File: src/rtl/pauli_frame_pkg.sv
`default_nettype none
// +----------------------------------------------------------------------+
// | Module   : pauli_frame_pkg                                           |
// | Purpose  : Shared axis encodings, collector states and widths for    |
// |            the Pauli frame tracker.                                  |
// | Revision : 1.0                                                       |
// +----------------------------------------------------------------------+
package pauli_frame_pkg;

    localparam int NUM_QUBITS = 5;
    localparam int CNT_W      = 8;

    localparam logic [1:0] AX_NONE = 2'b00;
    localparam logic [1:0] AX_X    = 2'b01;
    localparam logic [1:0] AX_Y    = 2'b10;
    localparam logic [1:0] AX_Z    = 2'b11;

    typedef enum logic [1:0] {
        IDLE  = 2'd0,
        GOT_X = 2'd1,
        GOT_Y = 2'd2
    } coll_state_t;

endpackage
`default_nettype wire

File: src/rtl/pauli_round_collector.sv
`default_nettype none
// +----------------------------------------------------------------------+
// | Module   : pauli_round_collector                                     |
// | Purpose  : Gathers X, Y, Z syndrome corrections into one round and   |
// |            flags axis-sequence violations.                           |
// | Revision : 1.0                                                       |
// +----------------------------------------------------------------------+
module pauli_round_collector
    import pauli_frame_pkg::*;
(
    input  logic                  CLK,
    input  logic                  RST,
    input  logic [1:0]            axis_in,
    input  logic [NUM_QUBITS-1:0] corr_in,
    output logic                  done,
    output logic [NUM_QUBITS-1:0] rx,
    output logic [NUM_QUBITS-1:0] rz,
    output logic                  seq_err
);

    coll_state_t           r_state;
    logic [NUM_QUBITS-1:0] r_cx;
    logic [NUM_QUBITS-1:0] r_cy;
    logic                  r_seq_err;

    always_ff @(posedge CLK) begin
        if (RST) begin
            r_state   <= IDLE;
            r_cx      <= '0;
            r_cy      <= '0;
            r_seq_err <= 1'b0;
        end else begin
            r_seq_err <= 1'b0;
            case (r_state)
                IDLE: begin
                    if (axis_in == AX_X) begin
                        r_cx    <= corr_in;
                        r_state <= GOT_X;
                    end else if (axis_in != AX_NONE) begin
                        r_seq_err <= 1'b1;
                    end
                end
                GOT_X: begin
                    if (axis_in == AX_Y) begin
                        r_cy    <= corr_in;
                        r_state <= GOT_Y;
                    end else if (axis_in == AX_X) begin
                        // A repeated X restarts the round with the newer data
                        r_seq_err <= 1'b1;
                        r_cx      <= corr_in;
                    end else begin
                        r_seq_err <= 1'b1;
                        r_state   <= IDLE;
                    end
                end
                GOT_Y: begin
                    if (axis_in == AX_Z) begin
                        r_state <= IDLE;
                    end else if (axis_in == AX_X) begin
                        r_seq_err <= 1'b1;
                        r_cx      <= corr_in;
                        r_state   <= GOT_X;
                    end else begin
                        r_seq_err <= 1'b1;
                        r_state   <= IDLE;
                    end
                end
                default: r_state <= IDLE;
            endcase
        end
    end

    // Y acts on both components, so it folds into X and Z alike
    assign done    = (r_state == GOT_Y) && (axis_in == AX_Z);
    assign rx      = r_cx ^ r_cy;
    assign rz      = corr_in ^ r_cy;
    assign seq_err = r_seq_err;

endmodule
`default_nettype wire

File: src/rtl/pauli_frame_tracker.sv
`default_nettype none
// +----------------------------------------------------------------------+
// | Module   : pauli_frame_tracker                                       |
// | Purpose  : Accumulates per-round Pauli corrections into a frame and  |
// |            buffers each round result behind a valid/ready handshake. |
// | Revision : 1.0                                                       |
// +----------------------------------------------------------------------+
module pauli_frame_tracker
    import pauli_frame_pkg::*;
(
    input  logic                  CLK,
    input  logic                  RST,
    input  logic [1:0]            axis_in,
    input  logic [NUM_QUBITS-1:0] corr_in,
    input  logic                  frame_clr,
    input  logic                  out_ready,
    output logic                  out_valid,
    output logic [NUM_QUBITS-1:0] out_x,
    output logic [NUM_QUBITS-1:0] out_z,
    output logic [NUM_QUBITS-1:0] frame_x,
    output logic [NUM_QUBITS-1:0] frame_z,
    output logic [CNT_W-1:0]      round_cnt,
    output logic                  seq_err,
    output logic                  overflow
);

    logic                  w_done;
    logic [NUM_QUBITS-1:0] w_rx;
    logic [NUM_QUBITS-1:0] w_rz;
    logic [NUM_QUBITS-1:0] w_fx_base;
    logic [NUM_QUBITS-1:0] w_fz_base;
    logic [CNT_W-1:0]      w_cnt_base;
    logic                  w_ovf_base;

    logic                  r_valid;
    logic [NUM_QUBITS-1:0] r_out_x;
    logic [NUM_QUBITS-1:0] r_out_z;
    logic [NUM_QUBITS-1:0] r_frame_x;
    logic [NUM_QUBITS-1:0] r_frame_z;
    logic [CNT_W-1:0]      r_cnt;
    logic                  r_ovf;

    pauli_round_collector u_collector (
        .CLK     (CLK),
        .RST     (RST),
        .axis_in (axis_in),
        .corr_in (corr_in),
        .done    (w_done),
        .rx      (w_rx),
        .rz      (w_rz),
        .seq_err (seq_err)
    );

    // Clear is applied before a coincident completion folds in
    assign w_fx_base  = frame_clr ? '0 : r_frame_x;
    assign w_fz_base  = frame_clr ? '0 : r_frame_z;
    assign w_cnt_base = frame_clr ? '0 : r_cnt;
    assign w_ovf_base = frame_clr ? 1'b0 : r_ovf;

    always_ff @(posedge CLK) begin
        if (RST) begin
            r_valid   <= 1'b0;
            r_out_x   <= '0;
            r_out_z   <= '0;
            r_frame_x <= '0;
            r_frame_z <= '0;
            r_cnt     <= '0;
            r_ovf     <= 1'b0;
        end else begin
            if (w_done) begin
                r_out_x <= w_rx;
                r_out_z <= w_rz;
                r_valid <= 1'b1;
            end else if (r_valid && out_ready) begin
                r_valid <= 1'b0;
            end
            r_frame_x <= w_done ? (w_fx_base ^ w_rx) : w_fx_base;
            r_frame_z <= w_done ? (w_fz_base ^ w_rz) : w_fz_base;
            r_cnt     <= w_cnt_base + {{(CNT_W-1){1'b0}}, w_done};
            r_ovf     <= w_ovf_base | (w_done && r_valid && !out_ready);
        end
    end

    assign out_valid = r_valid;
    assign out_x     = r_out_x;
    assign out_z     = r_out_z;
    assign frame_x   = r_frame_x;
    assign frame_z   = r_frame_z;
    assign round_cnt = r_cnt;
    assign overflow  = r_ovf;

endmodule
`default_nettype wire

File: config.mk
export PLATFORM = sky130hd
export DESIGN_NAME = pauli_frame_tracker
export DESIGN_NICKNAME = d
export VERILOG_FILES = /design/src/rtl/pauli_frame_pkg.sv /design/src/rtl/pauli_round_collector.sv /design/src/rtl/pauli_frame_tracker.sv
export SDC_FILE = /design/constraint.sdc
export NUM_CORES = 1
export LEC_CHECK = 0
export CAP_MARGIN = 10
export CORE_MARGIN = 2
export CORE_UTILIZATION = 50
export CTS_CLUSTER_DIAMETER = 50
export DETAILED_ROUTE_END_ITERATION = 16
export PLACE_DENSITY = 0.87
export SETUP_SLACK_MARGIN = 0.02
export SYNTH_ARGS = -nofsm -noshare
export SYNTH_HDL_FRONTEND = slang
export SYNTH_SLANG_ARGS = --single-unit
File: constraint.sdc
create_clock -name CLK -period 4.44 [get_ports CLK]
set_clock_uncertainty 0.1 [all_clocks]
set_input_delay 0.888 -clock CLK [delete_from_list [all_inputs] [get_ports CLK]]
set_output_delay 0.888 -clock CLK [all_outputs]
set_load 0.02 [all_outputs]
==> out/qor.csv <==
stage,metric,value,unit
yosys,synth unique cells,40,
yosys,Most used DFF post-synth,dfxtp_1,
worst_setup_path,Worst R2R Start,u_collector.r_state[1],
global_routing,GR Util All Layers,18.9,%
layout,"commonest non-fill, non-tap cell in the layout",dfxtp_1,
floorplan,Core Box Area,3690,um^2
sta,Final Max Tran Viols,0,
min_path,hold depth,2,
floorplan,IO Count,42,
floorplan,Initial Util,52.3,%
clock_tree,clk sink count,43,
clock_tree,"Hold-fix buffers, CTS",0,
sta,Final period util,69.8,%
yosys,top cell type's share of synthesized area,44.6,%
clock_tree,CTS tree,done,
yosys,Post-Syn Nets,225,
sta,measured slew at the worst slew-check pin,0.460,ns
worst_setup_path,Crit path arrival time,3.23,ns
layout,share of layout cells above drive strength 1,6.80,%
drt,Pre-antenna DRT Iters,4,
layout,"commonest non-fill, non-tap cells in the layout","dfxtp_1, clkdlybuf4s50_1, a21oi_1",
layout,Final Instance Area,2430,um^2
yosys,cell area after synthesis,1930,um^2
clock_tree,Root Buffer Master,clkbuf_8,
floorplan,die area,4370,um^2
layout,area grow syn2layout,25.9,%
outcome,status,"finished, final reports clean",
sta,worst rel slew slack,69.3,%
yosys,"top cells by area, synth","dfxtp_1, a21oi_1, xor2_1",
floorplan,Die Span Y,66.1,um
layout,sequential cell area,861,um^2
worst_setup_path,r2r endpoint,round_cnt[6],
sta,final count of negative-setup-slack endpoints,0,
clock_tree,worst-skew pair later-pin latency,0.30,ns
sta,setup_tns,0,ns
drt,# DRC,0,
yosys,"EDFF count, synth",0,
worst_setup_path,R2R depth,6,
yosys,"area leader, netlist",dfxtp_1,
yosys,Mapped Cells,213,
place,DP HPWL,2650,um
worst_setup_path,CP required,4.57,ns
yosys,sequential share of the synthesized area,44.6,%
drt,via count,1580,
drt,total wire length,3800,um
floorplan,Die W,66.1,um
place,PortBufs,41,
clock_tree,"Setup Fix Bufs, Post-CTS",0,
global_routing,initial antenna violation count,0,
worst_setup_path,CP Launch Type,input port,
layout,Layout fillers,308,
global_routing,grt ovf,0,
sta,minimum clock period,3.10,ns
min_path,Hold Startpoint,out_z[0],
layout,ant diodes,0,
clock_tree,post_cts resized,0,
yosys,ys async rst share,0,%
run,max_cap viols,0,
clock_tree,CTS Buf Count,5,
sta,Hold Fails Final Rpt,0,
floorplan,# rows,22,
place,area post-placement,2330,um^2
drt,WL/cell,12.8,um
yosys,yosys warns,0,
drt,Routed Antenna Nets,0,
power,Pleak,0.862,nW
worst_setup_path,crit path max fanout,31,
power,PwrDens,289,nW/um^2
sta,RSZ-0062 raised after global routing,no,
yosys,Seq cells post-synth,43,
power,maximum VDD drop,0.179,mV
layout,Nets,261,
min_path,Worst Hold Endpoint,out_z[0],
worst_setup_path,CP Class,input port to register,
global_routing,largest net degree at the start of global routing,39,
yosys,syn avg cell area,9.06,um^2
clock_tree,Clock transition at path regs,0.07,ns
worst_setup_path,CP endpoint kind,register,
min_path,class of the worst hold path,register to register,
clock_tree,CTS Buffer Depth,2,
drt,via/cell ratio,5.30,
layout,Multi-input gate area,928,um^2
sta,Peak Freq,323,MHz
worst_setup_path,flop-to-flop setup slack,2.05,ns
drt,1st-iter DRT viols,90,
place,gpl congestion,0.755,
global_routing,vias in the first global route,1420,
global_routing,first-pass GRT wire length,6270,um
clock_tree,H-tree depth,2,
[worst max-delay path, cell delays in order]
cell and delay [ns]:
clkdlybuf4s50_1 0.59, nand4b_4 0.29, inv_2 0.45, ha_1 0.27
inv_1 0.06, or4_1 0.52, a21oi_1 0.14
[cell families after synthesis]
kind of cell,count (synthesis),share of synthesized area [%]
compound gates,64,20.9
simple gates,58,18.0
flops,43,44.6
buf+inv,29,7.32
xor+xnor,12,5.44
mux,6,3.11
fa+ha+maj,1,0.648
[registers in the layout, summed over array words and instances (netlist names)]
register and cells:
out_z 5, frame_z 5, out_x 5, u_collector.seq_err 1, out_valid 1, overflow 1, u_collector.r_cx 5, u_collector.r_cy 5
frame_x 5, round_cnt 8, u_collector.r_state 2
[stage by stage]
stage / worst slack (ns) / power [mW] / cells / hold slack, ns / utilization [%]
finish: 1.34 / 0.704 / 298 / 0.358 / 65.9
CTS: 1.35 / 0.710 / 298 / 0.358 / 65.9
floorplan: 2.09 / 0.427 / 213 / 0.365 / -
detailed placement: 1.04 / 0.445 / 290 / 0.348 / 63.2
global placement: 1.14 / 0.444 / 290 / 0.345 / 63.2
global route: 1.17 / 0.729 / 298 / 0.374 / 65.9
[synth_stat cells (all sizes together) (2+ instances only)]
library cell / n
dfxtp: 43
a21oi: 29
nand2: 22
inv: 15
xor2: 12
a211o: 10
nor2: 10
o211ai: 10
buf: 9
o21ai: 8
mux2i: 6
clkbuf: 5
or3b: 5
nand2b: 3
and2: 2
nand3: 2
nand3b: 2
nand4b: 2
nor2b: 2
nor3: 2
o21a: 2
or3: 2
[worst max-delay path by stage]
stage	startpoint	slack, ns	endpoint
3_5_place_dp	axis_in[1]	1.04	round_cnt[6]
5_1_grt	axis_in[1]	1.17	round_cnt[6]
6_report	axis_in[1]	1.34	round_cnt[6]
4_1_cts	axis_in[1]	1.35	round_cnt[6]
2_1_floorplan	frame_clr	2.09	round_cnt[6]
3_3_place_gp	axis_in[1]	1.14	round_cnt[6]
[report_power, final]
group / internal, mW / switching [mW] / leakage, nW
registers: 0.389 / 0.00271 / 0.347
clock network: 0.142 / 0.125 / 0.0515
logic: 0.0193 / 0.0251 / 0.463
[area by class of cell]
| class | instances | share of cell area (%) |
|---|---|---|
| repair buffers | 43 | 17.5 |
| inverters | 15 | 2.32 |
| multi-input cells | 141 | 38.2 |
| well taps | 48 | 2.47 |
| flip-flops and latches | 43 | 35.4 |
| clock buffers | 8 | 4.12 |
[routing by layer]
layer / track usage [%] / routed length [um] / up-vias
met5: 0 / 0 / -
met2: 30.5 / 1730 / 42
met1: 23.6 / 1830 / 720
li1: - / - / 812
met3: 4.60 / 184 / 6
met4: 9.18 / 57 / 0
Note: power is estimated with default switching activity, not from simulation.
